==> config.mk <==
export PLATFORM = sky130hd
export DESIGN_NAME = eth_vlg_strm_mon_flat
export DESIGN_NICKNAME = d
export VERILOG_FILES = /design/src/rtl/eth_vlg_pkg.sv /design/src/rtl/eth_vlg_strm_mon_if.sv /design/src/rtl/eth_vlg_strm_mon_ch.sv /design/src/rtl/eth_vlg_strm_mon.sv /design/src/flat_wrapper.sv
export SDC_FILE = /design/constraint.sdc
export NUM_CORES = 1
export LEC_CHECK = 0
export ABC_AREA = 1
export CORE_MARGIN = 2
export CORE_UTILIZATION = 63
export CTS_BUF_LIST = sky130_fd_sc_hd__clkbuf_8 sky130_fd_sc_hd__clkbuf_16
export CTS_CLUSTER_DIAMETER = 100
export DETAILED_ROUTE_END_ITERATION = 7
export PLACE_DENSITY = 0.93
export SYNTH_ARGS = -nofsm -noshare
export SYNTH_HDL_FRONTEND = slang
export SYNTH_SLANG_ARGS = --single-unit
==> constraint.sdc <==
create_clock -name clk -period 2.8 [get_ports clk]
set_input_delay 0.84 -clock clk [delete_from_list [all_inputs] [get_ports clk]]
set_output_delay 0.84 -clock clk [all_outputs]
set_load 0.01 [all_outputs]
==> src/rtl/eth_vlg_pkg.sv <==
// Shared types for the stream monitor: violation codes and the sticky flag vector.
package eth_vlg_pkg;

  typedef enum logic [2:0] {
    V_SOFIN = 3'd0,
    V_NOSOF = 3'd1,
    V_GAP   = 3'd2,
    V_SHORT = 3'd3,
    V_LONG  = 3'd4,
    V_STALL = 3'd5,
    V_TMO   = 3'd6
  } viol_code_e;

  localparam int unsigned N_VIOL = 7;

  typedef logic [N_VIOL-1:0] mon_flags_t;

  // Lowest set code wins when a channel raises several violations at once.
  function automatic viol_code_e lowest_code(input mon_flags_t f);
    viol_code_e c;
    c = V_SOFIN;
    for (int unsigned i = N_VIOL; i > 0; i--) begin
      if (f[i-1]) c = viol_code_e'(3'(i - 1));
    end
    return c;
  endfunction

endpackage

==> src/rtl/eth_vlg_strm_mon_if.sv <==
// Per-channel byte-stream handshake bundle (val/sof/eof with cts backpressure).
interface eth_vlg_strm_mon_if #(
  parameter int unsigned N_CH = 4
);
  logic [N_CH-1:0] val;
  logic [N_CH-1:0] sof;
  logic [N_CH-1:0] eof;
  logic [N_CH-1:0] cts;

  modport master (output val, sof, eof, input  cts);
  modport slave  (input  val, sof, eof, output cts);
  modport mon    (input  val, sof, eof, cts);
endinterface

==> src/rtl/eth_vlg_strm_mon_ch.sv <==
// One monitored channel: framing FSM, length/idle counters, good-frame count, sticky flags.
module eth_vlg_strm_mon_ch
  import eth_vlg_pkg::*;
#(
  parameter int unsigned LEN_W       = 16,
  parameter int unsigned CNT_W       = 32,
  parameter int unsigned MIN_LEN     = 60,
  parameter int unsigned MAX_LEN     = 1518,
  parameter int unsigned TMO         = 1024,
  parameter int unsigned STRICT_CONT = 0
) (
  input  logic             clk_i,
  input  logic             rst_ni,
  input  logic             val_i,
  input  logic             sof_i,
  input  logic             eof_i,
  input  logic             cts_i,
  input  logic             clr_err_i,
  input  logic             clr_cnt_i,
  output logic [CNT_W-1:0] cnt_o,
  output mon_flags_t       flags_o,
  output mon_flags_t       viol_o
);

  localparam logic [0:0] ST_IDLE  = 1'b0;
  localparam logic [0:0] ST_FRAME = 1'b1;

  localparam int unsigned      TMO_W    = (TMO > 0) ? $clog2(TMO + 1) : 1;
  localparam logic [TMO_W-1:0] TMO_LIM  = TMO_W'(TMO);
  localparam logic [LEN_W-1:0] LEN_MIN  = LEN_W'(MIN_LEN);
  localparam logic [LEN_W-1:0] LEN_LONG = LEN_W'(MAX_LEN + 1);

  logic [0:0]       state_q, state_d;
  logic [LEN_W-1:0] len_q, len_d, len_inc, ev_len;
  logic [TMO_W-1:0] tmo_q, tmo_d;
  logic             bad_q, bad_d, ev_bad, ev_en;
  logic             stall_q, psof_q, peof_q;
  logic [CNT_W-1:0] cnt_q, cnt_d;
  mon_flags_t       flags_q, flags_d, viol;
  logic             acc, good;

  always_comb begin
    acc     = val_i & cts_i;
    len_inc = (&len_q) ? len_q : len_q + LEN_W'(1);
    state_d = state_q;
    len_d   = len_q;
    tmo_d   = tmo_q;
    bad_d   = bad_q;
    viol    = '0;
    ev_en   = 1'b0;
    ev_len  = len_q;
    ev_bad  = bad_q;

    case (state_q)
      ST_IDLE: begin
        if (acc) begin
          if (sof_i) begin
            len_d   = LEN_W'(1);
            tmo_d   = '0;
            bad_d   = 1'b0;
            ev_en   = eof_i;
            ev_len  = LEN_W'(1);
            ev_bad  = 1'b0;
            state_d = eof_i ? ST_IDLE : ST_FRAME;
          end else begin
            viol[V_NOSOF] = 1'b1;
          end
        end
      end
      default: begin
        if (acc) begin
          tmo_d = '0;
          // A sof inside a frame discards the old frame and restarts cleanly.
          if (sof_i) begin
            viol[V_SOFIN] = 1'b1;
            len_d  = LEN_W'(1);
            bad_d  = 1'b0;
            ev_len = LEN_W'(1);
            ev_bad = 1'b0;
          end else begin
            len_d  = len_inc;
            ev_len = len_inc;
            if (len_inc == LEN_LONG) begin
              viol[V_LONG] = 1'b1;
              bad_d  = 1'b1;
              ev_bad = 1'b1;
            end
          end
          if (eof_i) begin
            ev_en   = 1'b1;
            state_d = ST_IDLE;
          end
        end else begin
          if (STRICT_CONT != 0 && !val_i) viol[V_GAP] = 1'b1;
          if (TMO != 0 && tmo_q == TMO_LIM - TMO_W'(1)) begin
            viol[V_TMO] = 1'b1;
            state_d     = ST_IDLE;
          end else begin
            tmo_d = tmo_q + TMO_W'(1);
          end
        end
      end
    endcase

    viol[V_SHORT] = ev_en && (ev_len < LEN_MIN);
    good          = ev_en && !ev_bad && !(ev_len < LEN_MIN);
    // A stalled beat must be held unchanged until accepted.
    viol[V_STALL] = stall_q && (!val_i || sof_i != psof_q || eof_i != peof_q);

    flags_d = (clr_err_i ? '0 : flags_q) | viol;
    cnt_d   = clr_cnt_i ? '0 : cnt_q;
    if (good && !(&cnt_d)) cnt_d = cnt_d + CNT_W'(1);
  end

  always_ff @(posedge clk_i or negedge rst_ni) begin
    if (!rst_ni) begin
      state_q <= ST_IDLE;
      len_q   <= '0;
      tmo_q   <= '0;
      bad_q   <= 1'b0;
      stall_q <= 1'b0;
      psof_q  <= 1'b0;
      peof_q  <= 1'b0;
      cnt_q   <= '0;
      flags_q <= '0;
    end else begin
      state_q <= state_d;
      len_q   <= len_d;
      tmo_q   <= tmo_d;
      bad_q   <= bad_d;
      stall_q <= val_i & ~cts_i;
      psof_q  <= sof_i;
      peof_q  <= eof_i;
      cnt_q   <= cnt_d;
      flags_q <= flags_d;
    end
  end

  assign cnt_o   = cnt_q;
  assign flags_o = flags_q;
  assign viol_o  = viol;

endmodule

==> src/rtl/eth_vlg_strm_mon.sv <==
// Multi-channel stream monitor: per-channel checkers, first-violation capture, irq and readout.
module eth_vlg_strm_mon
  import eth_vlg_pkg::*;
#(
  parameter int unsigned N_CH        = 4,
  parameter int unsigned LEN_W       = 16,
  parameter int unsigned CNT_W       = 32,
  parameter int unsigned MIN_LEN     = 60,
  parameter int unsigned MAX_LEN     = 1518,
  parameter int unsigned TMO         = 1024,
  parameter int unsigned STRICT_CONT = 0,
  localparam int unsigned SEL_W      = (N_CH > 1) ? $clog2(N_CH) : 1
) (
  input  logic               clk,
  input  logic               rst,
  eth_vlg_strm_mon_if.mon    strm,
  input  logic               clr_err,
  input  logic               clr_cnt,
  input  logic [SEL_W-1:0]   sel,
  output logic [CNT_W-1:0]   rd_cnt,
  output mon_flags_t         rd_err,
  output logic               irq,
  output logic               first_vld,
  output logic [SEL_W-1:0]   first_ch,
  output logic [2:0]         first_code
);

  logic [CNT_W-1:0] cnt_a   [N_CH];
  mon_flags_t       flags_a [N_CH];
  mon_flags_t       viol_a  [N_CH];

  for (genvar g = 0; g < N_CH; g++) begin : g_ch
    eth_vlg_strm_mon_ch #(
      .LEN_W       (LEN_W),
      .CNT_W       (CNT_W),
      .MIN_LEN     (MIN_LEN),
      .MAX_LEN     (MAX_LEN),
      .TMO         (TMO),
      .STRICT_CONT (STRICT_CONT)
    ) u_ch (
      .clk_i     (clk),
      .rst_ni    (rst),
      .val_i     (strm.val[g]),
      .sof_i     (strm.sof[g]),
      .eof_i     (strm.eof[g]),
      .cts_i     (strm.cts[g]),
      .clr_err_i (clr_err),
      .clr_cnt_i (clr_cnt),
      .cnt_o     (cnt_a[g]),
      .flags_o   (flags_a[g]),
      .viol_o    (viol_a[g])
    );
  end

  logic             hit, any_flag;
  logic [SEL_W-1:0] hit_ch;
  viol_code_e       hit_code;

  logic [CNT_W-1:0] rd_cnt_q;
  mon_flags_t       rd_err_q;
  logic             irq_q, first_vld_q;
  logic [SEL_W-1:0] first_ch_q;
  viol_code_e       first_code_q;

  // Scan high to low so the lowest violating channel is the last writer.
  always_comb begin
    hit      = 1'b0;
    hit_ch   = '0;
    hit_code = V_SOFIN;
    any_flag = 1'b0;
    for (int unsigned i = N_CH; i > 0; i--) begin
      if (|viol_a[i-1]) begin
        hit      = 1'b1;
        hit_ch   = SEL_W'(i - 1);
        hit_code = lowest_code(viol_a[i-1]);
      end
      any_flag = any_flag | (|flags_a[i-1]);
    end
  end

  always_ff @(posedge clk or negedge rst) begin
    if (!rst) begin
      rd_cnt_q     <= '0;
      rd_err_q     <= '0;
      irq_q        <= 1'b0;
      first_vld_q  <= 1'b0;
      first_ch_q   <= '0;
      first_code_q <= V_SOFIN;
    end else begin
      rd_cnt_q <= (32'(sel) < N_CH) ? cnt_a[sel]   : '0;
      rd_err_q <= (32'(sel) < N_CH) ? flags_a[sel] : '0;
      irq_q    <= any_flag;
      if (!first_vld_q || clr_err) begin
        first_vld_q  <= hit;
        first_ch_q   <= hit_ch;
        first_code_q <= hit_code;
      end
    end
  end

  assign rd_cnt     = rd_cnt_q;
  assign rd_err     = rd_err_q;
  assign irq        = irq_q;
  assign first_vld  = first_vld_q;
  assign first_ch   = first_ch_q;
  assign first_code = first_code_q;

endmodule

==> src/flat_wrapper.sv <==
// flat-port wrapper written by rule: the top's interface ports become plain ports
module eth_vlg_strm_mon_flat import eth_vlg_pkg::*;
#(
  parameter int unsigned N_CH        = 4,
  parameter int unsigned LEN_W       = 16,
  parameter int unsigned CNT_W       = 32,
  parameter int unsigned MIN_LEN     = 60,
  parameter int unsigned MAX_LEN     = 1518,
  parameter int unsigned TMO         = 1024,
  parameter int unsigned STRICT_CONT = 0,
  localparam int unsigned SEL_W      = (N_CH > 1) ? $clog2(N_CH) : 1
)
  (clk, rst, clr_err, clr_cnt, sel, rd_cnt, rd_err, irq, first_vld, first_ch, first_code, strm_val, strm_sof, strm_eof, strm_cts);
  eth_vlg_strm_mon_if #(.N_CH(N_CH)) strm_i ();
  input  logic clk;
  input  logic rst;
  input  logic clr_err;
  input  logic clr_cnt;
  input  logic [SEL_W-1:0] sel;
  output logic [CNT_W-1:0] rd_cnt;
  output mon_flags_t rd_err;
  output logic irq;
  output logic first_vld;
  output logic [SEL_W-1:0] first_ch;
  output logic [2:0] first_code;
  input wire logic [$bits(strm_i.val)-1:0] strm_val;
  input wire logic [$bits(strm_i.sof)-1:0] strm_sof;
  input wire logic [$bits(strm_i.eof)-1:0] strm_eof;
  input wire logic [$bits(strm_i.cts)-1:0] strm_cts;
  assign strm_i.val = strm_val;
  assign strm_i.sof = strm_sof;
  assign strm_i.eof = strm_eof;
  assign strm_i.cts = strm_cts;
  eth_vlg_strm_mon #(.N_CH(N_CH), .LEN_W(LEN_W), .CNT_W(CNT_W), .MIN_LEN(MIN_LEN), .MAX_LEN(MAX_LEN), .TMO(TMO), .STRICT_CONT(STRICT_CONT)) u_core (.clk(clk), .rst(rst), .strm(strm_i), .clr_err(clr_err), .clr_cnt(clr_cnt), .sel(sel), .rd_cnt(rd_cnt), .rd_err(rd_err), .irq(irq), .first_vld(first_vld), .first_ch(first_ch), .first_code(first_code));
endmodule
==> impl_metrics.ini, run 1 <==
[run_status]
outcome = aborted with a tool error
stop_stage = global routing (5_1_grt)
stop_error = [ERROR GRT-0116] Global routing finished with congestion. Check the congestion regions in the DRC Viewer.

[grt]
grt_start_max_net_pins = 68
grt_overflow = 7
first_global_vias = 30763
grt_first_pass_wirelength_um = 183000
global_route.usage.total_pct = 72.8

[die]
io_pins = 68
starting_density_pct = 64.3
width_of_the_chip_um = 184
num_rows = 65
floorplan.die.height_um = 184

[clock_tree]
cts_root_buf = sky130_fd_sc_hd__clkbuf_16
numClockSinks = 325
cts_hold_buf = 0
number_of_clock_buffers_inserted_by_tritoncts = 36
cts_htree_levels = 2
cts.path.max_buffers = 3

[synthesis]
synth_cell_type_count = 56
synthCells = 2909
synth_nets = 2943
muxShareOfSynthArea_pct = 0
synthTopCellsByArea = sky130_fd_sc_hd__dfrtp_1, sky130_fd_sc_hd__nand2_1, sky130_fd_sc_hd__inv_1
post_synth_fa_ha_maj_area_fraction_pct = 0.737
register_area_share_after_synthesis_pct = 39.9
yosysWarnings = 0
synth_top_area_share_pct = 39.9
synth-seq-cells = 325
synthFlopType = sky130_fd_sc_hd__dfrtp_1
synthXorXnorAreaFrac_pct = 6.56
complex_gate_fraction_of_the_synthesized_area_pct = 10.1
synth-edff-count = 0
asyncSetResetFlopFracSynth_pct = 100
synth_top_family_by_area = simple AND/OR/NAND/NOR gates
synth_area_leader_cell = sky130_fd_sc_hd__dfrtp_1
synth.cell_area_sq_um = 20400
yosys.area_share.simple_pct = 32.5
postSynthAreaPerCell_sq_um = 7.01

[place]
placed_cells_incl_taps = 3697
placement.io_buffers = 66
placed_cell_areas_sq_um = 24300
place.gp.congestion = 1.11
dp_hpwl_um = 51200
timing repair:
item,4_1_cts
setup endpoints to repair,122
pin swaps,36
resized for setup,97
cloned,7
endpoints found under the hold margin,0
setup buffers,39
synth_stat cells (all sizes together), types with 2 or more instances:
library cell	n
a21boi	3
a21oi	182
a22oi	8
a2bb2oi	2
buf	44
clkbuf	31
clkinv	3
dfrtp	325
ha	12
inv	430
nand2	750
nand3	160
nand3b	7
nand4	73
nor2	414
nor3	80
nor3b	7
nor4	38
o211ai	4
o21a	5
o21ai	151
o21bai	4
o22ai	13
or2	3
xnor2	35
xor2	116
logic make-up after synthesis:
| family | count (synthesis) |
|---|---|
| buf+inv | 508 |
| xor+xnor | 151 |
| compound gates | 378 |
| other cells | 1 |
| fa+ha+maj | 12 |
| simple gates | 1534 |
| flops | 325 |
layer usage:
metal | overflow | global-route usage (%)
met1 | 0 | 71.0
met5 | 0 | 39.6
met4 | 2 | 69.6
met2 | 1 | 86.9
met3 | 4 | 63.3
through the flow:
stage | setup TNS [ns] | setup WS [ns]
after floorplan | -41.51 | -0.699
after global placement | -61.20 | -0.671
after detailed placement | -86.88 | -0.818
after CTS | 0 | 0.000238
==> run 2, diff against run 1 <==
- CORE_UTILIZATION: 63 -> 40
- CTS_BUF_LIST: sky130_fd_sc_hd__clkbuf_8 sky130_fd_sc_hd__clkbuf_16 -> default
- CTS_CLUSTER_DIAMETER: 100 -> default
- PLACE_DENSITY: 0.93 -> default
- PLACE_DENSITY_LB_ADDON: default -> 0.15
==> impl_metrics.ini, run 2 <==
[timing]
final.setup.worst_slack_ns = -0.00544
final.setup_skew_ns = 0.0260
max_slew.worst_pin.slew_ns = 0.575
finalCritPeriodShare_pct = 100
final_hold_violations = 0
unrepaired_setup_endpoints_after_global_routing = true
setup_violations = 2
timing.final.crit_period_ns = 2.81
max_freq_mhz = 356
timing_max_transition_violations_final = 0
timing.slew.headroom_pct = 61.6

[routing]
wirelength_um = 68800
routed_via_density = 5.05
routedWlPerCell_um = 16.5
vias = 21076
first_iter_violations = 1714
firstDrtPassIters = 6
remaining_drc_errors = 0
postRouteAntennaNets = 0

[clock_tree]
cts_root_buf = sky130_fd_sc_hd__clkbuf_16
clk_lat_worst_skew_ns = 0.58
number_of_clock_buffers_inserted_by_tritoncts = 42
cts_htree_levels = 2
cts.path.max_buffers = 3
clk_pin_slew_ns = 0.06
cts_tree = done
numClockSinks = 325

[power_and_ir_drop]
power.density_nw_per_um2 = 468
peakVddDrop_uv = 453
static_leakage_nw = 13.5

[die]
die_area_sq_um = 52800
core-area_sq_um = 50300
starting_density_pct = 40.5
io_pins = 68
num_rows = 82
floorplan.die.height_um = 230
width_of_the_chip_um = 230

[grt]
antenna_found_initial = 0
grt_start_max_net_pins = 84
met2_usage_pct = 41.2
top_usage_layer_grt = met2
grt.met1_usage_pct = 35.1
grt_overflow = 0
grt_first_pass_wirelength_um = 108000
grt_met3_usage_pct = 3.46
first_global_vias = 20365
global_route.usage.total_pct = 25.4

[final_layout]
area_growth_syn_to_layout_pct = 36.4
num_antenna_cells = 0
layout_commonest_cell = sky130_fd_sc_hd__nand2_1
flip_flop_count_of_the_largest_register_after_layout = 128
post-route-util_pct = 55.3
finish.net_count = 3506
drive_above_1_share_pct = 24.2
most_frequent_cells_in_the_layout = sky130_fd_sc_hd__nand2_1, sky130_fd_sc_hd__buf_4, sky130_fd_sc_hd__inv_1

[critical_path]
path_class = in -> reg
r2r_end = u_core.g_ch[0].u_ch.cnt_o[7]
setup.worst_path.start_class = input pin
setup_crit_end = u_core.g_ch[0].u_ch.cnt_o[7]
cp_max_fo = 7
worstPathRequired_ns = 3.24
setup_crit_end_kind = register
cp.arrival_ns = 3.24
setup.worst_path.start = clr_cnt
critical_path.reg2reg.startpoint = u_core.g_ch[0].u_ch.len_q[0]
setup.reg_to_reg.worst_slack_ns = 0.05
reg2regPathDepth = 19

[place]
pre_cts_ws_ns = -0.717
place.gp.congestion = 0.945
placement.io_buffers = 66
dp_hpwl_um = 51900

[synthesis]
asyncSetResetFlopFracSynth_pct = 100
synth_nets = 2943
synth_area_leader_cell = sky130_fd_sc_hd__dfrtp_1
synth-seq-cells = 325
synth_cell_type_count = 56
synthCells = 2909
synth-edff-count = 0
synthTopCellsByArea = sky130_fd_sc_hd__dfrtp_1, sky130_fd_sc_hd__nand2_1, sky130_fd_sc_hd__inv_1
register_area_share_after_synthesis_pct = 39.9
synth.cell_area_sq_um = 20400
postSynthAreaPerCell_sq_um = 7.01
synth.most_common_cell = sky130_fd_sc_hd__nand2_1
synth_commonest_cells = sky130_fd_sc_hd__nand2_1, sky130_fd_sc_hd__inv_1, sky130_fd_sc_hd__nor2_1
yosysWarnings = 0
synth_top_area_share_pct = 39.9
synthFlopType = sky130_fd_sc_hd__dfrtp_1

[job]
cap_viol_max_count = 0

[hold_path]
hold_path_class = in -> async

[run_status]
failed_checks = setup timing
outcome = finished, violations left
[run 2: cell counts after synthesis]
Identical to the previous run, type by type.
[run 2: kinds of logic after synthesis]
kind of cell	Yosys count	share of synthesized area (%)
flops	325	39.9
fa+ha+maj	12	0.737
buf+inv	508	10.2
xor+xnor	151	6.56
simple gates	1534	32.5
other cells	1	0.0184
compound gates	378	10.1
[run 2: metrics by stage]
step | total power, mW | area (sq um) | setup TNS [ns] | cells | hold WS [ns]
after detailed placement | 7.40 | 25500 | -78.88 | 4073 | 0.452
after global placement | 7.36 | 25500 | -70.34 | 4073 | 0.445
after floorplan | 6.28 | 20500 | -41.51 | 2909 | 0.433
after CTS | 12.9 | 26900 | 0 | 4150 | 0.124
final | 13.0 | 27800 | -0.00998 | 4176 | 0.132
after global routing | 13.6 | 27800 | -4.95 | 4176 | 0.128
[run 2: critical path, cell delays in order]
cell	delay, ns
sky130_fd_sc_hd__buf_4	0.15
sky130_fd_sc_hd__inv_4	0.07
sky130_fd_sc_hd__buf_12	0.12
sky130_fd_sc_hd__buf_4	0.12
sky130_fd_sc_hd__nand2_2	0.05
sky130_fd_sc_hd__inv_2	0.05
sky130_fd_sc_hd__ha_2	0.20
sky130_fd_sc_hd__nand3_2	0.12
sky130_fd_sc_hd__nor2_2	0.17
sky130_fd_sc_hd__inv_1	0.07
sky130_fd_sc_hd__nor2_1	0.08
sky130_fd_sc_hd__inv_1	0.06
sky130_fd_sc_hd__nor2_2	0.14
sky130_fd_sc_hd__nand2_2	0.12
sky130_fd_sc_hd__o31ai_4	0.24
sky130_fd_sc_hd__nor2_4	0.07
sky130_fd_sc_hd__nand2_8	0.11
sky130_fd_sc_hd__buf_6	0.11
sky130_fd_sc_hd__buf_6	0.12
sky130_fd_sc_hd__nor2_1	0.05
sky130_fd_sc_hd__xor2_1	0.14
[run 2: final cells by class]
| type | count | area [sq um] |
|---|---|---|
| Clock buffer | 51 | 1160 |
| Tap cell | 672 | 841 |
| Clock inverter | 25 | 233 |
| Fill cell | 4833 | 22500 |
| Sequential cell | 325 | 8140 |
| Multi-Input combinational cell | 2077 | 10900 |
| Timing Repair Buffer | 593 | 4870 |
| Inverter | 433 | 1650 |
[run 2: routing by layer]
layer,share of wire [%],routed length (um),vias up
li1,-,-,10394
met1,45,31300,9942
met2,46,31900,623
met3,5.3,3630,117
met4,3.0,2040,0
met5,0,0,-
[run 2: repair_timing]
action                     CTS  global route
hold buffers                 0             0
gates cloned                 0             2
setup endpoints to repair   40           134
buffers inserted             1            24
pin swaps                    3            59
gates resized for setup     14           193
[run 2: report_power, final]
| part | switching (mW) | total [mW] | leakage (nW) | internal (mW) |
|---|---|---|---|---|
| registers | 0.226 | 5.17 | 4.37 | 4.94 |
| logic | 1.36 | 2.36 | 8.44 | 1.00 |
| clock network | 2.24 | 5.47 | 0.685 | 3.23 |
| total | 3.83 | 13.0 | 13.5 | 9.17 |
[run 2: worst min-delay path by stage]
stage                                 start                       endpoint  slack [ns]  depth (start not counted)
5_1_grt                                 rst   u_core.g_ch[0].u_ch.tmo_q[7]        0.13                          1
4_1_cts                                 rst  u_core.g_ch[0].u_ch.len_q[12]        0.12                          1
3_3_place_gp   u_core.g_ch[1].u_ch.tmo_q[3]   u_core.g_ch[1].u_ch.tmo_q[3]        0.45                          1
3_5_place_dp   u_core.g_ch[1].u_ch.tmo_q[3]   u_core.g_ch[1].u_ch.tmo_q[3]        0.45                          1
2_1_floorplan  u_core.g_ch[1].u_ch.tmo_q[3]   u_core.g_ch[1].u_ch.tmo_q[3]        0.43                          1
6_report                                rst   u_core.g_ch[0].u_ch.len_q[0]        0.13                          1
(Power assumes the default switching activity.)
